### src/rtl/priority_decoder_buf_if.sv
// Handshake bundle for priority_decoder_buf: index/None in, one-hot out, status.
// Latency: none; wires only.
// Backpressure: in_ready/out_ready carried here, semantics defined by the buffer.
interface priority_decoder_buf_if #(
    parameter int IDX_W = 3,
    parameter int CNT_W = 8
);
    localparam int OUT_W = 1 << IDX_W;

    logic             in_valid;
    logic             in_ready;
    logic [IDX_W-1:0] in_idx;
    logic             in_none;
    logic             out_valid;
    logic             out_ready;
    logic [OUT_W-1:0] out_onehot;
    logic             out_none;
    logic [CNT_W-1:0] dec_cnt;
    logic [OUT_W-1:0] acc_mask;

    // Producer/consumer side (drives index stream and consumer ready)
    modport master (
        output in_valid, in_idx, in_none, out_ready,
        input  in_ready, out_valid, out_onehot, out_none, dec_cnt, acc_mask
    );

    // Buffer side
    modport slave (
        input  in_valid, in_idx, in_none, out_ready,
        output in_ready, out_valid, out_onehot, out_none, dec_cnt, acc_mask
    );
endinterface

### src/rtl/priority_decoder_buf.sv
// Decodes index+None to one-hot into a 2-entry skid buffer; counts non-None outputs.
// Latency: 1 cycle from input transfer to out_valid; full throughput (1/cycle).
// Backpressure: in_ready = occupancy<2 from registered state; optional PRIO_DEC_ACCUM_EN adds acc_mask.
module priority_decoder_buf #(
    parameter int IDX_W = 3,
    parameter int CNT_W = 8
) (
    input  logic                 clk,
    input  logic                 rst,
    priority_decoder_buf_if.slave bus
);
    localparam int OUT_W = 1 << IDX_W;
    localparam logic [CNT_W-1:0] CNT_MAX = '1;
    localparam logic [OUT_W-1:0] ONE_LSB = {{(OUT_W-1){1'b0}}, 1'b1};

    typedef enum logic [1:0] {
        ST_EMPTY = 2'd0,
        ST_ONE   = 2'd1,
        ST_FULL  = 2'd2
    } state_t;

    state_t           r_state;
    logic             r_out_valid;
    logic             r_not_full;
    logic [OUT_W-1:0] r_head_onehot;
    logic             r_head_none;
    logic [OUT_W-1:0] r_tail_onehot;
    logic             r_tail_none;
    logic [CNT_W-1:0] r_dec_cnt;

    logic             w_in_ready;
    logic             w_push;
    logic             w_pop;
    logic [OUT_W-1:0] w_dec_onehot;

    // Ready comes from registered occupancy only; rst masks it so nothing is
    // accepted while reset is held, and it is already high the cycle after.
    assign w_in_ready   = r_not_full & ~rst;
    assign w_push       = bus.in_valid & w_in_ready;
    assign w_pop        = r_out_valid & bus.out_ready & ~rst;

    // Decode happens at write time so the head register drives the output directly.
    assign w_dec_onehot = bus.in_none ? '0 : (ONE_LSB << bus.in_idx);

    assign bus.in_ready   = w_in_ready;
    assign bus.out_valid  = r_out_valid;
    assign bus.out_onehot = r_head_onehot;
    assign bus.out_none   = r_head_none;
    assign bus.dec_cnt    = r_dec_cnt;

    // Occupancy FSM with head/tail storage; head is always the presented entry.
    always_ff @(posedge clk) begin
        if (rst) begin
            r_state       <= ST_EMPTY;
            r_out_valid   <= 1'b0;
            r_not_full    <= 1'b1;
            r_head_onehot <= '0;
            r_head_none   <= 1'b0;
            r_tail_onehot <= '0;
            r_tail_none   <= 1'b0;
        end else begin
            case (r_state)
                ST_EMPTY: begin
                    if (w_push) begin
                        r_head_onehot <= w_dec_onehot;
                        r_head_none   <= bus.in_none;
                        r_out_valid   <= 1'b1;
                        r_state       <= ST_ONE;
                    end
                end
                ST_ONE: begin
                    if (w_push && !w_pop) begin
                        r_tail_onehot <= w_dec_onehot;
                        r_tail_none   <= bus.in_none;
                        r_not_full    <= 1'b0;
                        r_state       <= ST_FULL;
                    end else if (w_pop && !w_push) begin
                        r_out_valid   <= 1'b0;
                        r_state       <= ST_EMPTY;
                    end else if (w_pop && w_push) begin
                        r_head_onehot <= w_dec_onehot;
                        r_head_none   <= bus.in_none;
                    end
                end
                ST_FULL: begin
                    // in_ready is low here, so only a pop can move state
                    if (w_pop) begin
                        r_head_onehot <= r_tail_onehot;
                        r_head_none   <= r_tail_none;
                        r_not_full    <= 1'b1;
                        r_state       <= ST_ONE;
                    end
                end
                default: begin
                    r_state     <= ST_EMPTY;
                    r_out_valid <= 1'b0;
                    r_not_full  <= 1'b1;
                end
            endcase
        end
    end

    // Saturating count of non-None output transfers
    always_ff @(posedge clk) begin
        if (rst) begin
            r_dec_cnt <= '0;
        end else if (w_pop && !r_head_none && (r_dec_cnt != CNT_MAX)) begin
            r_dec_cnt <= r_dec_cnt + 1'b1;
        end
    end

`ifdef PRIO_DEC_ACCUM_EN
    logic [OUT_W-1:0] r_acc_mask;

    // Sticky OR of every line handed to the consumer; only reset clears it
    always_ff @(posedge clk) begin
        if (rst) begin
            r_acc_mask <= '0;
        end else if (w_pop) begin
            r_acc_mask <= r_acc_mask | r_head_onehot;
        end
    end

    assign bus.acc_mask = r_acc_mask;
`else
    assign bus.acc_mask = '0;
`endif

endmodule

### src/flat_wrapper.sv
// flat-port wrapper written by rule: the top's interface ports become plain ports
module priority_decoder_buf_flat 
#(
    parameter int IDX_W = 3,
    parameter int CNT_W = 8
)
  (clk, rst, bus_in_valid, bus_in_idx, bus_in_none, bus_out_ready, bus_in_ready, bus_out_valid, bus_out_onehot, bus_out_none, bus_dec_cnt, bus_acc_mask);
  priority_decoder_buf_if #(.IDX_W(IDX_W), .CNT_W(CNT_W)) bus_i ();
  input  logic clk;
  input  logic rst;
  input wire logic [$bits(bus_i.in_valid)-1:0] bus_in_valid;
  input wire logic [$bits(bus_i.in_idx)-1:0] bus_in_idx;
  input wire logic [$bits(bus_i.in_none)-1:0] bus_in_none;
  input wire logic [$bits(bus_i.out_ready)-1:0] bus_out_ready;
  output wire logic [$bits(bus_i.in_ready)-1:0] bus_in_ready;
  output wire logic [$bits(bus_i.out_valid)-1:0] bus_out_valid;
  output wire logic [$bits(bus_i.out_onehot)-1:0] bus_out_onehot;
  output wire logic [$bits(bus_i.out_none)-1:0] bus_out_none;
  output wire logic [$bits(bus_i.dec_cnt)-1:0] bus_dec_cnt;
  output wire logic [$bits(bus_i.acc_mask)-1:0] bus_acc_mask;
  assign bus_i.in_valid = bus_in_valid;
  assign bus_i.in_idx = bus_in_idx;
  assign bus_i.in_none = bus_in_none;
  assign bus_i.out_ready = bus_out_ready;
  assign bus_in_ready = bus_i.in_ready;
  assign bus_out_valid = bus_i.out_valid;
  assign bus_out_onehot = bus_i.out_onehot;
  assign bus_out_none = bus_i.out_none;
  assign bus_dec_cnt = bus_i.dec_cnt;
  assign bus_acc_mask = bus_i.acc_mask;
  priority_decoder_buf #(.IDX_W(IDX_W), .CNT_W(CNT_W)) u_core (.clk(clk), .rst(rst), .bus(bus_i));
endmodule
### config.mk
export PLATFORM = sky130hd
export DESIGN_NAME = priority_decoder_buf_flat
export DESIGN_NICKNAME = d
export VERILOG_FILES = /design/src/rtl/priority_decoder_buf_if.sv /design/src/rtl/priority_decoder_buf.sv /design/src/flat_wrapper.sv
export SDC_FILE = /design/constraint.sdc
export NUM_CORES = 1
export LEC_CHECK = 0
export ABC_AREA = 1
export CORE_ASPECT_RATIO = 2
export CORE_MARGIN = 2
export CORE_UTILIZATION = 50
export DETAILED_ROUTE_END_ITERATION = 6
export PLACE_DENSITY_LB_ADDON = 0.05
export SYNTH_ARGS = -nofsm -noshare
export SYNTH_HDL_FRONTEND = slang
export SYNTH_SLANG_ARGS = --single-unit
### constraint.sdc
create_clock -name clk -period 1.35 [get_ports clk]
set_input_delay 0.27 -clock clk [delete_from_list [all_inputs] [get_ports clk]]
set_output_delay 0.27 -clock clk [all_outputs]
set_load 0.005 [all_outputs]
# Yosys cells after proc, flatten, opt, wreduce, memory -nomap -nowiden
# Cells that the tools add are included.
# totals
regBits,30
wordCells,68
input_bits,8
output_inout_bits,27
# classes
n_mux,25
n_shift,1
bitwise,7
n_eq_ne,11
n_addsub,1
reduce_logical,15
# op_table
cell,count
$mux W8,6
$pmux W8 S3,1
$mux W1,10
$ne A2 B1 Y1 const B,5
$pmux W1 S3,3
$add A8 B1 Y8 const B,1
$mux W2,4
$ne A8 B8 Y1 const B,1
$shl A1 B3 Y8 const A,1
$pmux W2 S3,1
$reduce_and A3 Y1,2
$reduce_and A6 Y1,1
$logic_and A1 B1 Y1,5
$and A1 B1 Y1,4
$ne A2 B2 Y1 const B,2
$reduce_and A4 Y1,1
$logic_not A1 Y1,3
$ne A3 B1 Y1 const B,1
$not A1 Y1,3
$reduce_bool A3 Y1,1
$eq A2 B1 Y1 const B,1
$eq A2 B2 Y1 const B,1
$logic_not A2 Y1,1
$reduce_and A2 Y1,1

# Logic depth before layout (Yosys ltp)
# Gate-level depths: netlist of run 1.
# logic_depth
depth_word,8
ltp_mapped,9
ltp_nobuf,8

# Least setup slack after synthesis of run 1
# Ideal clock, no wire load.
# synth_timing
path_type,register to register
startpoint,"register u_core.r_dec_cnt[1], in the netlist u_core.bus.dec_cnt[1]"
endpoint,"register u_core.r_dec_cnt[1], in the netlist u_core.bus.dec_cnt[1]"
stages_incl_launch_ff,9
period_less_slack_ns,1.300
arrival_ns,1.184
path_buffers,0
path_slack_ns,0.050
setup_ns,0.116
required_ns,1.234
cell_sequence,dfxtp_1 -> ha_1 -> nand2_1 -> nor2_1 -> nand2_1 -> nand2_2 -> inv_2 -> nor2_1 -> nor2_1
# synth_via
elab_chain_len,2
elab_cells_between_ends,3
cone_classes,1 x add/sub; 1 x eq/ne; 1 x reduce/logical
# synth_rtl
element,line,text
start: declaration,priority_decoder_buf.sv:29,logic [CNT_W-1:0] r_dec_cnt;
start signal: assignment,priority_decoder_buf.sv:108,r_dec_cnt <= r_dec_cnt + 1'b1;
branches (longest 2 deep; another with $add A8 B1 Y8),--,
# Several ways; the timed one is not identified.
# A chain may end at the register's enable or synchronous reset.

# Worst setup path after layout of run 1
# layout_timing
startpoint,input port rst
endpoint,output port bus_in_ready
# layout_via
elab_chain_len,2
# layout_rtl
element,line,text
start: declaration,flat_wrapper.sv:10,input logic rst;
$not A1 Y1,priority_decoder_buf.sv:38,assign w_in_ready = r_not_full & ~rst;
$and A1 B1 Y1,priority_decoder_buf.sv:38,
end: declaration,flat_wrapper.sv:15,output wire logic [$bits(bus_i.in_ready)-1:0] bus_in_ready;
# No other way between the ends.

==> results.py, run 1 <==
metrics = {
    "worst_setup_path": {
        "cp_cell_sequence": "dlygate4sd2_1 -> nor2_4 -> dlygate4sd2_1",
        "critPathArrivalTime_ns": 1.04,
        "cp-start-kind": "input pin",
        "worstSetupEndpointType": "output port",
        "crit_fanout": 4,
        "cp_common_cell": "dlygate4sd2_1",
        "cp_slowest_cell": "dlygate4sd2_1",
        "slowest_delay_ns": 0.42,
        "crit_type": "input pin to output port",
        "worst_ep_required_time_ns": 1.08,
    },
    "power_and_ir_drop": {
        "p_int_mw": 1.42,
        "leakage_nw": 1.13,
        "p_sw_mw": 0.510,
        "p_sw_share_pct": 26.4,
        "clockPowerShare_pct": 34.3,
        "power.share.sequential_pct": 48.6,
        "power_density_nw_per_um2": 839,
        "combPwrFrac_pct": 17.1,
        "ir_worst_vdd_uv": 831,
    },
    "flow_run": {
        "drv_cap": 0,
    },
    "routing": {
        "routed_via_density": 5.03,
        "drc_errors": 0,
        "drtAntennaViolNets": 0,
        "dr.pass1.iters": 4,
        "wl_per_cell_um": 12.6,
        "drt_iter0_markers": 33,
        "vias": 1686,
        "finalWirelength_mm": 4.22,
    },
    "cts": {
        "cts_tree": "built",
        "clock_path_buffers": 2,
        "htree_num_levels": 2,
        "clkLatencyLatePin_ns": 0.28,
        "clkSinkCount": 30,
        "clkTransAtPathRegs_ns": 0.06,
        "cts_buffers": 5,
        "clock-root-buffer": "clkbuf_8",
    },
    "timing": {
        "grt_setup_unrepaired": "true",
        "setup_viol": 0,
        "finalWorstSetupSlack_ns": 0.0375,
        "slew_viol_final": 0,
        "max_clock_freq_mhz": 762,
        "worst_clock_skew_ns": 0.00212,
        "hold_viol_final": 0,
        "period_share_pct": 97.2,
        "min_period_ns": 1.31,
    },
    "die": {
        "start_util_pct": 51.6,
        "row_count": 29,
        "die-area_um2": 3760,
        "core_um2": 3160,
        "die_h_um": 84.8,
        "ios": 35,
        "die_w_um": 44.4,
    },
    "grt": {
        "grt_pass1_vias": 1696,
        "grt_max_degree": 24,
        "grt_usage_pct": 24.5,
        "antenna_found_initial": 0,
        "grt-ovfl-total": 0,
        "grt_pass1_wl_mm": 6.92,
    },
    "cells_and_area": {
        "utilization_pct": 72.9,
        "n_antenna_cell": 0,
        "area_growth_pct": 41.2,
        "fillers": 278,
        "drive_gt1_share_pct": 25.3,
        "nNetsFinal": 313,
    },
    "placement": {
        "dp_slack_ns": -0.488,
        "routabilityCongestion": 0.808,
        "port_buffers": 26,
        "dpl.hpwl_mm": 3.03,
    },
    "synth": {
        "synth_top_area_share_pct": 36.8,
        "yosysUniqueCellTypes": 24,
        "yosysTopAreaCell": "dfxtp_1",
        "synth_ff_type": "dfxtp_1",
        "yosys_warnings": 0,
        "synthesis.area_um2": 1630,
        "synth_common_cells": "62 x nand2_1, 47 x nor2_1, 30 x dfxtp_1",
        "synth.most_common_cell": "nand2_1",
        "synth_area_leaders": "dfxtp_1 37%, nand2_1 14%, nor2_1 11%",
        "synth.ff_latch_count": 30,
        "ys_seq_area_share_pct": 36.8,
        "synthArstFlopShare_pct": 0,
        "syn_inst": 241,
        "synth_edf_count": 0,
        "synth_area_per_cell_um2": 6.76,
    },
    "run_status": {
        "outcome": "completed",
    },
    "worst_hold_path": {
        "min_path_type": "flop to flop",
    },
}
==> layout by cell type (no fill, tap or decap), drive strengths merged <==
cell	netlist	routed
nor2	53	54
inv	20	20
buf	10	34
nand3	8	8
nand3b	8	8
a21oi	16	16
dlygate4sd2	0	20
dlymetal6s2s	0	2
xor2	3	3
conb	1	8
clkdlybuf4s50	0	4
nand4	2	2
nand2	66	66
dfxtp	30	30
ha	1	1
o21ai	21	21
clkbuf	2	7
==> final cells by class <==
type | count | area, um^2 | share of cell area [%]
clock buffers | 7 | 76.3 | 3.32
inverters | 20 | 85.1 | 3.70
repair buffers | 60 | 524 | 22.8
flip-flops and latches | 30 | 621 | 27.0
well taps | 31 | 38.8 | 1.68
multi-input cells | 187 | 957 | 41.6
==> flip-flops by register name (all words and copies together) (netlist names) <==
| signal | count |
|---|---|
| u_core.bus.dec_cnt | 8 |
| u_core.bus.out_none | 1 |
| u_core.bus.out_onehot | 8 |
| u_core.bus.out_valid | 1 |
| u_core.r_not_full | 1 |
| u_core.r_state | 2 |
| u_core.r_tail_none | 1 |
| u_core.r_tail_onehot | 8 |
==> stage by stage <==
stage	hold WS (ns)	instance area, um^2	cells	power, mW	TNS [ns]
6_report	0.489	2300	335	1.93	0
5_1_grt	0.515	2300	335	2.02	-0.0207
4_1_cts	0.468	2230	332	1.93	0
3_5_place_dp	0.471	2100	320	1.28	-12.69
3_3_place_gp	0.474	2100	320	1.27	-10.61
2_1_floorplan	0.436	1660	248	1.14	0
==> logic make-up (layout without fill, tap and decap cells) <==
kind of cell | after synthesis | count (layout) | synth area share [%]
XOR/XNOR | 3 | 3 | 1.61
buffers and inverters | 32 | 87 | 10.4
adder cells (fa/ha/maj) | 1 | 1 | 0.767
flip-flops | 30 | 30 | 36.8
other | 1 | 8 | 0.230
AO/OA/AOI/OAI | 37 | 37 | 11.4
AND/OR/NAND/NOR | 137 | 138 | 38.8
==> worst paths after layout <==
kind                                   to  depth (start not counted)  slack (ns)               from
hold reg to reg         u_core.r_not_full                          2        0.49  u_core.r_not_full
hold / removal          u_core.r_not_full                          2        0.49  u_core.r_not_full
setup reg to reg  u_core.r_tail_onehot[3]                          7        0.08  u_core.r_not_full
setup / recovery             bus_in_ready                          3        0.04                rst
==> power by group through the flow <==
stage / sequential [mW] / clock [mW] / combinational, mW
final: 0.939 / 0.663 / 0.330
after global placement: 0.964 / 0 / 0.307
after detailed placement: 0.964 / 0 / 0.311
after global routing: 0.942 / 0.714 / 0.368
after CTS: 0.938 / 0.678 / 0.311
after floorplan: 0.965 / 0 / 0.174
==> per-layer routing <==
layer | routed length [um] | GRT usage, %
met1 | 1500 | 23.1
met4 | 78 | 11.8
met2 | 2540 | 46.5
met3 | 99 | 4.30
met5 | 0 | 0
==> worst max-delay path: cells and delay by family <==
| kind | cells | cell delay (ns) |
|---|---|---|
| buffers and inverters | 2 | 0.69 |
| and+or+nand+nor | 1 | 0.08 |
==> timing repair <==
item | 4_1_cts | 5_1_grt
gates cloned | 0 | 1
gates resized for setup | 38 | 20
hold buffers | 0 | 0
pin swaps | 0 | 10
setup endpoints to repair | 49 | 25
buffers inserted | 5 | 2
Power figures use the tool's default switching activity.
==> inputs of run 2 (changes only) <==
--- a/config.mk
+++ b/config.mk
@@ -7,10 +7,11 @@
 export LEC_CHECK = 0
 export ABC_AREA = 1
 export CORE_ASPECT_RATIO = 2
-export CORE_MARGIN = 2
+export CORE_MARGIN = 5
 export CORE_UTILIZATION = 50
 export DETAILED_ROUTE_END_ITERATION = 6
 export PLACE_DENSITY_LB_ADDON = 0.05
+export SKIP_CTS_REPAIR_TIMING = 1
 export SYNTH_ARGS = -nofsm -noshare
 export SYNTH_HDL_FRONTEND = slang
 export SYNTH_SLANG_ARGS = --single-unit
==> run 2 against run 1 <==
Utilization rose by 2.3 points. Routed wire length rose by 3.8%. First-iteration DRC count fell by 15%. Maximum frequency rose by 4.9%. Combinational power barely moved. Hold slack got worse by 0.078 ns. Flip-flop and latch count did not move. Critical path depth rose by 5. Non-clock buffer count rose by 1. Via count barely moved.
==> results.py, run 2 (synthesis gave the netlist of run 1 again) <==
metrics = {
    "power_and_ir_drop": {
        "power_density_nw_per_um2": 849,
        "leakage_nw": 1.39,
        "power_mw": 2.02,
        "ir_worst_vdd_uv": 958,
    },
    "die": {
        "ios": 35,
        "core_um2": 3160,
        "die_w_um": 50.4,
        "die-area_um2": 4570,
        "row_count": 29,
        "die_h_um": 90.8,
        "start_util_pct": 51.6,
    },
    "worst_setup_path": {
        "path_buf_inv": 1,
        "cp_cell_sequence": "ha_1 -> nand2_2 -> nor2_2 -> nand2_2 -> nand2_4 -> inv_4 -> nand2_1 -> a21oi_2",
        "critPathArrivalTime_ns": 1.42,
        "cp_common_cell": "nand2_2",
        "crit_type": "flop to flop",
        "cp-start-kind": "flop",
        "worstSetupEndpointType": "flop",
        "crit_fanout": 7,
        "slowest_delay_ns": 0.33,
        "crit_family": "simple AND/OR/NAND/NOR gates",
        "worst_ep_required_time_ns": 1.52,
        "cp_slowest_cell": "dfxtp_2",
    },
    "cells_and_area": {
        "drive_gt1_share_pct": 26.5,
        "n_antenna_cell": 0,
        "area_growth_pct": 45.6,
        "nNetsFinal": 314,
        "fillers": 253,
        "utilization_pct": 75.2,
        "multi_input_area_um2": 951,
        "layout_commonest_cell": "nand2_1",
        "fin_cells": 337,
        "final_area_um2": 2370,
        "regArea_um2": 622,
        "layout_common_cells": "59 x nand2_1, 45 x nor2_1, 33 x buf_4, 22 x dlymetal6s2s_1, 17 x dfxtp_1",
    },
    "cts": {
        "clock-root-buffer": "clkbuf_8",
        "clkSinkCount": 30,
        "clkLatencyLatePin_ns": 0.28,
        "clock_path_buffers": 2,
        "cts_tree": "built",
        "htree_num_levels": 2,
        "cts_buffers": 5,
        "clkTransAtPathRegs_ns": 0.07,
    },
    "timing": {
        "hold_viol_final": 0,
        "grt_setup_unrepaired": "false",
        "setup_tns_ns": 0,
        "finalWorstSetupSlack_ns": 0.0993,
        "slew_viol_final": 0,
        "period_share_pct": 92.6,
        "min_period_ns": 1.25,
        "max_clock_freq_mhz": 800,
        "whs_ns": 0.412,
        "worst_clock_skew_ns": 0.00808,
        "setup_viol": 0,
    },
    "placement": {
        "dp_slack_ns": -0.381,
        "dpl.hpwl_mm": 3.14,
        "placement.cell_area_um2": 2090,
        "port_buffers": 26,
        "dp_cells": 323,
        "routabilityCongestion": 0.821,
    },
    "grt": {
        "antenna_found_initial": 0,
        "grt_pass1_vias": 1626,
        "grt_pass1_wl_mm": 6.96,
        "grt-ovfl-total": 0,
        "grt_max_degree": 23,
        "grt_usage_pct": 19.4,
    },
    "routing": {
        "wl_per_cell_um": 13.0,
        "drt_iter0_markers": 28,
        "drc_errors": 0,
        "routed_via_density": 5.01,
        "dr.pass1.iters": 4,
        "vias": 1687,
        "finalWirelength_mm": 4.38,
        "drtAntennaViolNets": 0,
    },
    "worst_hold_path": {
        "min_path_type": "input pin to flop",
    },
    "run_status": {
        "outcome": "completed",
    },
    "flow_run": {
        "drv_cap": 0,
    },
}
## run 2: changes by cell type in the layout (fill, tap and decap cells not counted), moves of 2 or more
| cell | previous run | this run |
|---|---|---|
| dlygate4sd2_1 | 20 | 0 |
| buf_4 | 31 | 33 |
| dlymetal6s2s_1 | 2 | 22 |
| buf_12 | 2 | 0 |
| nand2_2 | 5 | 3 |
## run 2: final timing paths
kind	slack (ns)	startpoint	cells past startpoint	end
worst max-delay path	0.1	u_core.bus.dec_cnt[0]	8	u_core.bus.dec_cnt[4]
worst min-delay path	0.41	rst	5	u_core.bus.dec_cnt[1]
worst max register to register	0.1	u_core.bus.dec_cnt[0]	8	u_core.bus.dec_cnt[4]
worst min register to register	0.50	u_core.r_tail_onehot[0]	2	u_core.r_tail_onehot[0]
## run 2: layout make-up
cell class              instances  share of cell area [%]
repair buffers                 61                    24.7
clock inverters                 1                   0.211
flip-flops and latches         30                    26.2
well taps                      31                    1.63
multi-input cells             187                    40.1
inverters                      20                    3.58
clock buffers                   7                    3.64
## run 2: power breakdown
| group | internal [mW] | switching [mW] | total, mW |
|---|---|---|---|
| clock network | 0.410 | 0.328 | 0.738 |
| registers | 0.921 | 0.0241 | 0.945 |
| logic | 0.156 | 0.176 | 0.332 |
## run 2: worst reg2reg max path: cells and delay by family, from the launching register on
family	cells	cell delay (ns)
AO/OA/AOI/OAI	1	0.06
flip-flops	1	0.33
buffers and inverters	1	0.06
adder cells (fa/ha/maj)	1	0.17
AND/OR/NAND/NOR	5	0.51
## run 2: layer usage
layer	track usage [%]	vias up	part of all wire [%]
li1	-	873	-
met2	34.6	36	58
met1	18.9	768	35
met4	10.4	0	2.5
met3	5.62	10	4.7
met5	0	-	0
